<file path="config.mk">
export PLATFORM = sky130hd
export DESIGN_NAME = cipo_lvds_rx
export DESIGN_NICKNAME = d
export VERILOG_FILES = /design/src/rtl/cipo_lvds_rx.sv
export SDC_FILE = /design/constraint.sdc
export NUM_CORES = 1
export LEC_CHECK = 0
export CAP_MARGIN = 10
export CORE_UTILIZATION = 39
export CTS_CLUSTER_SIZE = 30
export DETAILED_ROUTE_END_ITERATION = 8
export GPL_TIMING_DRIVEN = 0
export SLEW_MARGIN = 10
export SYNTH_ARGS = -nofsm -noshare
export SYNTH_HDL_FRONTEND = slang
export SYNTH_SLANG_ARGS = --single-unit
</file>
<file path="constraint.sdc">
create_clock -name clk -period 6.3 [get_ports clk]
set_input_delay 0.945 -clock clk [delete_from_list [all_inputs] [get_ports clk]]
set_output_delay 0.945 -clock clk [all_outputs]
set_load 0.02 [all_outputs]
</file>
<file path="src/rtl/cipo_lvds_rx.sv">
// CIPO LVDS receiver: differential termination, per-lane 2-flop
// synchroniser, programmable strobe delay for cable compensation and
// MSB-first deserialisation of one SPI frame per lane (SDR or DDR).
module cipo_lvds_rx #(
    parameter int NUM_CIPO  = 2,
    parameter int WORD_BITS = 16,
    parameter int DLY_W     = 4
) (
    input  logic                          clk,
    input  logic                          rst,
    input  logic [NUM_CIPO-1:0]           cipo_p,
    input  logic [NUM_CIPO-1:0]           cipo_n,
    input  logic                          frame_start,
    input  logic                          sclk_rise,
    input  logic                          sclk_fall,
    input  logic                          ddr_en,
    input  logic [DLY_W-1:0]              delay_sel,
    output logic [NUM_CIPO*WORD_BITS-1:0] data_a,
    output logic [NUM_CIPO*WORD_BITS-1:0] data_b,
    output logic                          data_valid,
    output logic                          frame_err
);

    localparam int DEPTH = (1 << DLY_W) - 1;
    localparam int CNT_W = $clog2(WORD_BITS + 1);
    localparam logic [CNT_W-1:0] CNT_MAX = CNT_W'(WORD_BITS);
    localparam logic [CNT_W-1:0] CNT_ONE = CNT_W'(1);

    typedef enum logic {
        IDLE,
        CAPTURE
    } state_t;

    state_t state, state_n;

    // Differential receive. This expression stands in for the IBUFDS
    // primitive (LVDS_25, DIFF_TERM TRUE) placed on each pair.
    logic [NUM_CIPO-1:0] lane_raw;
    logic [NUM_CIPO-1:0] sync1;
    logic [NUM_CIPO-1:0] lane_s;

    assign lane_raw = cipo_p & ~cipo_n;

    // Two-flop synchroniser per lane
    always_ff @(posedge clk) begin
        if (rst) begin
            sync1  <= '0;
            lane_s <= '0;
        end else begin
            sync1  <= lane_raw;
            lane_s <= sync1;
        end
    end

    // Strobe delay lines; tap 0 is the undelayed strobe
    logic [DEPTH-1:0] sr_start, sr_rise, sr_fall;
    logic [DEPTH:0]   line_start, line_rise, line_fall;
    logic [DLY_W-1:0] dly_q;
    logic             ddr_q;
    logic             d_start, d_rise, d_fall;

    always_ff @(posedge clk) begin
        if (rst) begin
            sr_start <= '0;
            sr_rise  <= '0;
            sr_fall  <= '0;
        end else begin
            sr_start <= {sr_start[DEPTH-2:0], frame_start};
            sr_rise  <= {sr_rise[DEPTH-2:0], sclk_rise};
            sr_fall  <= {sr_fall[DEPTH-2:0], sclk_fall};
        end
    end

    assign line_start = {sr_start, frame_start};
    assign line_rise  = {sr_rise, sclk_rise};
    assign line_fall  = {sr_fall, sclk_fall};
    assign d_start    = line_start[dly_q];
    assign d_rise     = line_rise[dly_q];
    assign d_fall     = line_fall[dly_q];

    // Delay and mode settings are only picked up between frames
    always_ff @(posedge clk) begin
        if (rst) begin
            dly_q <= '0;
            ddr_q <= 1'b0;
        end else if (state == IDLE) begin
            dly_q <= delay_sel;
            ddr_q <= ddr_en;
        end
    end

    logic [CNT_W-1:0]     rise_cnt, fall_cnt, rise_n, fall_n;
    logic [WORD_BITS-1:0] shift_a [NUM_CIPO];
    logic [WORD_BITS-1:0] shift_b [NUM_CIPO];
    logic [WORD_BITS-1:0] sa_s    [NUM_CIPO];
    logic [WORD_BITS-1:0] sb_s    [NUM_CIPO];
    logic [WORD_BITS-1:0] sa_n    [NUM_CIPO];
    logic [WORD_BITS-1:0] sb_n    [NUM_CIPO];
    logic                 done, load, clear, err_n;

    // Next-state, sampling and frame completion. done looks at the counts
    // including this cycle's strobe, so the completed word (with its last
    // bit) is loaded in the same cycle that a coinciding d_start restarts.
    always_comb begin
        state_n = state;
        rise_n  = rise_cnt;
        fall_n  = fall_cnt;
        sa_s    = shift_a;
        sb_s    = shift_b;
        done    = 1'b0;
        load    = 1'b0;
        clear   = 1'b0;
        err_n   = 1'b0;

        case (state)
            IDLE: begin
                if (d_start) begin
                    clear   = 1'b1;
                    state_n = CAPTURE;
                end
            end
            CAPTURE: begin
                if (d_rise && rise_cnt != CNT_MAX) begin
                    for (int unsigned k = 0; k < NUM_CIPO; k++)
                        sa_s[k] = {shift_a[k][WORD_BITS-2:0], lane_s[k]};
                    rise_n = rise_cnt + CNT_ONE;
                end
                if (d_fall && ddr_q && fall_cnt != CNT_MAX) begin
                    for (int unsigned k = 0; k < NUM_CIPO; k++)
                        sb_s[k] = {shift_b[k][WORD_BITS-2:0], lane_s[k]};
                    fall_n = fall_cnt + CNT_ONE;
                end
                done = (rise_n == CNT_MAX) && (!ddr_q || fall_n == CNT_MAX);
                if (done) begin
                    load    = 1'b1;
                    state_n = IDLE;
                end
                if (d_start) begin
                    clear   = 1'b1;
                    err_n   = !done;
                    state_n = CAPTURE;
                end
            end
            default: state_n = IDLE;
        endcase

        sa_n = sa_s;
        sb_n = sb_s;
        if (clear) begin
            rise_n = '0;
            fall_n = '0;
            for (int unsigned k = 0; k < NUM_CIPO; k++) begin
                sa_n[k] = '0;
                sb_n[k] = '0;
            end
        end
    end

    // FSM state register
    always_ff @(posedge clk) begin
        if (rst) state <= IDLE;
        else     state <= state_n;
    end

    // Counters, shift registers and output words
    always_ff @(posedge clk) begin
        if (rst) begin
            rise_cnt   <= '0;
            fall_cnt   <= '0;
            data_a     <= '0;
            data_b     <= '0;
            data_valid <= 1'b0;
            frame_err  <= 1'b0;
            for (int unsigned k = 0; k < NUM_CIPO; k++) begin
                shift_a[k] <= '0;
                shift_b[k] <= '0;
            end
        end else begin
            rise_cnt   <= rise_n;
            fall_cnt   <= fall_n;
            data_valid <= load;
            frame_err  <= err_n;
            for (int unsigned k = 0; k < NUM_CIPO; k++) begin
                shift_a[k] <= sa_n[k];
                shift_b[k] <= sb_n[k];
                if (load) begin
                    data_a[k*WORD_BITS +: WORD_BITS] <= sa_s[k];
                    data_b[k*WORD_BITS +: WORD_BITS] <= ddr_q ? sb_s[k] : '0;
                end
            end
        end
    end

endmodule

</file>
# After elaboration in Yosys (flattened, before gate mapping)

Cells that the tools add are included.

Bitwise gates (word level): 4
Reduce and logical (&&, ||, !) cells: 9
Equal/unequal tests: 4
Add/subtract/negate cells: 2
Order comparisons: 1
Multiplexer cells: 22

Operators with widths:

| kind                                                                  | count |
|---|---|
| 32-bit two-way mux                                                    | 4 |
| 16-bit two-way mux                                                    | 2 |
| 5-bit two-way mux                                                     | 4 |
| 1-bit binary-select mux with 4-bit select                             | 3 |
| 5-bit by 1-bit adder with 5-bit output (second input constant)        | 2 |
| 5-bit == test (second input constant)                                 | 2 |
| 5-bit inequality test (second input constant)                         | 2 |
| 1-bit two-way mux                                                     | 8 |
| 4-bit by 5-bit < comparator with 1-bit output (second input constant) | 1 |
| 1-bit logical AND                                                     | 4 |
| 3-bit OR reduction                                                    | 1 |
| 2-bit bitwise AND                                                     | 1 |
| 1-bit zero test                                                       | 2 |
| 1-bit NOT                                                             | 2 |
| 2-bit NOT                                                             | 1 |
| 1-bit case mux with 2 select lines                                    | 1 |
| 2-bit OR reduction                                                    | 1 |
| 1-bit logical OR                                                      | 1 |

Output and inout port bits: 66
Bits of input ports: 14
Flip-flop bits (word level): 195
Logic and storage cells: 60

# Depth between registers and ports, before layout

Word-level depth: 12
Depth in mapped cells: 11
Depth with buffers taken out: 9

# Worst setup path before layout

Ideal clock, no wire load.

Path type: input -> register
Start: in sclk_rise
End: reg data_a[10]
Buffers on the path: 2
Arrival: 2.625 ns
Stages: 9
Path slack: 3.586 ns
Library setup time: 0.089 ns
Required time: 6.211 ns
Path through: mux4_2 mux2i_1 nand2b_1 a41oi_2 nor2_1 and3_1 buf_4 buf_6 a311oi_2

Cells in the longest elaborated chain, start to end: 9
Elaborated cells on any way between the ends: 11
Classes of those cells: 1 x eq/ne; 8 x mux; 2 x reduce/logical

RTL lines:

| what                                        | line | source |
|---|---|---|
| start, declared                             | 14   | `input logic sclk_rise,` |
| 1-bit binary-select mux with 4-bit select * | 78   | `assign d_rise = line_rise[dly_q];` |
| 1-bit two-way mux (implied by the code) *   | 78   |  |
| 1-bit logical AND *                         | 123  | `if (d_rise && rise_cnt != CNT_MAX) begin` |
| 5-bit two-way mux                           | 123  |  |
| 5-bit two-way mux                           | 115  | `case (state)` |
| 5-bit == test                               | 133  | `done = (rise_n == CNT_MAX) && (!ddr_q \|\| fall_n == CNT_MAX);` |
| 1-bit logical AND                           | 133  |  |
| 1-bit two-way mux                           | 134  | `if (done) begin` |
| 1-bit two-way mux                           | 115  |  |
| end signal, assigned by index               | 187  | `data_a[k*WORD_BITS +: WORD_BITS] <= sa_s[k];` |
| end, declared                               | 18   | `output logic [NUM_CIPO*WORD_BITS-1:0] data_a,` |

Mark *: on every way between the ends. The rest lies on a longest branch, timed or not. The select of a mux whose other input is x is not followed.
A chain may end at the register's enable or synchronous reset.

# Final worst setup path

Start: in sclk_rise
End: reg data_b[24]

Cells in the longest elaborated chain, start to end: 9

RTL lines:

| what                                      | line | source |
|---|---|---|
| 1-bit binary-select mux with 4-bit select | 78   |  |
| 1-bit two-way mux (implied by the code)   | 78   |  |
| 1-bit logical AND                         | 123  |  |
| 5-bit two-way mux                         | 123  |  |
| 5-bit two-way mux                         | 115  |  |
| 5-bit == test                             | 133  |  |
| 1-bit logical AND                         | 133  |  |
| 1-bit two-way mux                         | 134  |  |
| 1-bit two-way mux                         | 115  |  |
| end signal, assigned by index             | 188  | `data_b[k*WORD_BITS +: WORD_BITS] <= ddr_q ? sb_s[k] : '0;` |
| end, declared                             | 19   | `output logic [NUM_CIPO*WORD_BITS-1:0] data_b,` |

Every way passes these cells. The select of a mux whose other input is x is not followed.

==> impl_results.md <==
* Number of global-route vias before repair at 5375
* Aggregate routed wire length at 16100 um
* Setup-failing EPs final at 0
* # clock sinks at 195
* Power Internal at 0.00190 W
* Netlist cell types at 51
* Final hold vios at 0
* Proportion of layout cells with a drive suffix above 1 at 13.5%
* Power per standard cell area at 275 nW/um^2
* Gate count after technology mapping at 672
* Reg-to-reg slack, setup at 3.43 ns
* Flip-flop cell with the highest count after synthesis: sky130_fd_sc_hd__dfxtp_1
* Wire length of the first global-routing pass at ~27000 um
* RSZ-0062 raised after global routing: no
* Antenna violations before repair at 0
* EDFF count, synth at 0
* Layer carrying the most global-route usage: met2
* Minimum clock period after layout at around 3.3 ns
* Full die area at 19600 sq um
* Average vias per placed instance at between 5 and 6
* Initial core utilization at about two fifths
* DP Worst Slack at roughly 2.6 ns
* Crit end category: flop
* Fraction of power consumed by sequential logic at 49.8%
* Number of nets in the layout at a little under 800
* Switching power share of the total at 23.9%
* Number of warnings printed during yosys synthesis at 0
* Post-synthesis instance area at 7420 sq um
* Clock skew at 0.00979 ns
* Standard cell core area at 18700 sq um
* Post-layout power at 0.00250 W
* Final HPWL DP at 11500 um
* Launching point of the worst reg2reg path: dly_q[0]
* Sequential fraction of the synthesis area at between 50% and 60%
* Post-Synthesis Mean Instance Area at 11.0 sq um
* Clock power share at 43.1%
* Worst setup path category: input pin to flop
* Routing usage on met2 at 28.9%
* Average wire length per cell after detail routing at between 15 and 20 um
* Chip Width at 140 um
* Clock-pin slew on the worst setup and hold paths at 0.07 ns
* Destination of the critical timing path: data_b[24]
* Fraction of registers with async set/reset at 0%
* IR Drop Worst-Case VDD at 196 uV
* Pin count of the biggest net entering global routing at 18
* Overall die height at between 100 and 150 um
* Critical path data arrival time at 3.65 ns
* Outcome: finished clean
* Min-delay worst type: flop to flop
* Number of nets produced by synthesis at 690
* Min-Delay Path Depth at 1
* Count of vias placed by the detailed router at around 5.3k
* CTS tree: built
* #FFs+latches synth at 195
* Drt initial violations at 206
* Share of the clock period used by the worst path at 52.3%
* Diodes inserted at 0
* Slew headroom at 51.6%
* Layout-stage area growth over the synthesis result at 22.6%
* I/O pin cnt at 80
* Max FO, Critical Path at 10
* Routed Antenna Nets at 0
* GR Util met1 at 22.0%
* Final weighted congestion in routability-driven placement at 0.823
* Total negative slack for setup checks at 0 ns
* Leak pwr at between 3 and 4 nW
* # resized after CTS at 0
* Count of unresolved DRC violations after routing at 0
* Buffers on Ports at 79
* Achievable clock frequency at 0.304 GHz
* Clk root buf: sky130_fd_sc_hd__clkbuf_16
* CP Launch Type: input pin
* Clock tree buffer depth at 2
* Number of violations of the max-capacitance limit at 0
* Required time at the worst-slack endpoint at 6.66 ns
* Least-Margin Pin Slew at 0.725 ns
* First-pass DRT Iterations at 5
* Number of setup buffers added after CTS at 0
* Hold buffers post-CTS at 0
* Proportion of power drawn by combinational gates at 7.1%
* Standard-cell rows at 50
* Crit path from: sclk_rise
* Final slew viol count at 0
* Number of buffers inserted during clock tree synthesis at 17
* Met3 Track Usage GR at ~3.7%
* Worst skew pair latency at 0.43 ns
* Final global-route overflow total at 0
* Depth of the most critical reg-to-reg path at 9
* Global routing usage summed across all routing layers at around 17%
* R2r endpoint: data_b[24]
* Setup ws final at 3.01 ns
* H-tree depth reported by CTS at 4
* Switching Power at 0.000599 W
logic make-up (layout without fill, tap and decap cells):
family / count (synthesis) / in the layout / synth area share (%)
AO/OA/AOI/OAI: 133 / 133 / 16.6
multiplexers: 89 / 89 / 13.2
adder cells (fa/ha/maj): 4 / 4 / 0.675
XOR/XNOR: 7 / 7 / 0.826
buffers and inverters: 64 / 175 / 4.28
AND/OR/NAND/NOR: 180 / 180 / 11.8
flip-flops: 195 / 195 / 52.6
cells in the final DEF, fill, tap and decap left out, drive strengths merged, types with 2 or more instances in the layout:
master	n
dfxtp	195
nor2	89
mux2i	79
clkdlybuf4s50	79
nor2b	52
clkbuf	45
a31oi	33
a311oi	33
o2bb2ai	32
buf	31
nand2	15
inv	12
nand3	9
a21oi	8
mux4	7
xnor2	6
nor3b	5
a211oi	5
nand2b	4
ha	4
clkinvlp	4
mux2	3
a22oi	3
o311a	2
o211a	2
and3	2
bufinv	2
clkinv	2
o211ai	2
o21ai	2
a41oi	2
nor3	2
Yosys cell counts (all sizes together) (5+ instances only):
library cell | count | area share (%)
dfxtp | 195 | 53
nor2 | 89 | 4.5
mux2i | 79 | 11
nor2b | 52 | 4.4
a311oi | 33 | 6.2
a31oi | 33 | 2.8
o2bb2ai | 32 | 3.8
buf | 31 | 2.6
clkbuf | 26 | 1.3
nand2 | 15 | 0.76
nand3 | 9 | 0.74
a21oi | 8 | 0.54
inv | 7 | 0.35
mux4 | 7 | 2.1
xnor2 | 6 | 0.71
a211oi | 5 | 0.57
nor3b | 5 | 0.51
per-layer routing:
metal | vias up | wire (um) | share of wire, %
met3 | 19 | 606 | 3.8
met1 | 2563 | 7680 | 48
met2 | 100 | 7610 | 47
met4 | 0 | 253 | 1.6
li1 | 2609 | - | -
met5 | - | 0 | 0
registers in the layout (all words and copies together), names as in the netlist:
name        count
sr_fall        15
ddr_q           1
state           1
sr_rise        15
sync1           2
data_a         32
data_valid      1
lane_s          2
frame_err       1
rise_cnt        5
sr_start       15
fall_cnt        5
shift_b        32
data_b         32
shift_a        32
dly_q           4
power groups by stage:
stage               Clock (W)  Combinational, W  Sequential, W
floorplan                   0          0.000128        0.00127
global placement            0          0.000175        0.00127
detailed placement          0          0.000178        0.00127
CTS                   0.00110          0.000179        0.00125
global route          0.00115          0.000193        0.00125
finish                0.00108          0.000177        0.00125
worst max-delay path: stages:
cell	delay [ns]
sky130_fd_sc_hd__clkdlybuf4s50_1	0.45
sky130_fd_sc_hd__mux4_2	0.49
sky130_fd_sc_hd__mux2i_1	0.26
sky130_fd_sc_hd__nand2b_1	0.17
sky130_fd_sc_hd__a41oi_2	0.26
sky130_fd_sc_hd__nor3_2	0.13
sky130_fd_sc_hd__a31oi_1	0.47
sky130_fd_sc_hd__buf_2	0.33
sky130_fd_sc_hd__o2bb2ai_1	0.14
layout make-up:
| type | count | area, sq um |
|---|---|---|
| clock inverter | 13 | 149 |
| clock buffer | 19 | 443 |
| buffer | 57 | 292 |
| fill | 1706 | 9610 |
| timing repair buffer | 79 | 791 |
| tap | 234 | 293 |
| multi-input combinational | 413 | 3200 |
| inverter | 7 | 26.3 |
| sequential | 195 | 3900 |
how the worst min path moves through the flow:
stage | to | from
after floorplan | lane_s[0] | sync1[0]
after global placement | lane_s[0] | sync1[0]
after detailed placement | lane_s[0] | sync1[0]
after CTS | lane_s[0] | sync1[0]
after global routing | lane_s[0] | sync1[0]
final | lane_s[0] | sync1[0]
per-stage QoR:
step	std cells	instance area, sq um	hold WS, ns	util, %
global route	1017	9090	0.474	48.6
floorplan	672	7420	0.414	-
detailed placement	985	8500	0.430	45.5
global placement	985	8500	0.429	45.5
CTS	1017	9090	0.446	48.6
finish	1017	9090	0.439	48.6
No activity file was read; power rests on OpenSTA's default activity.
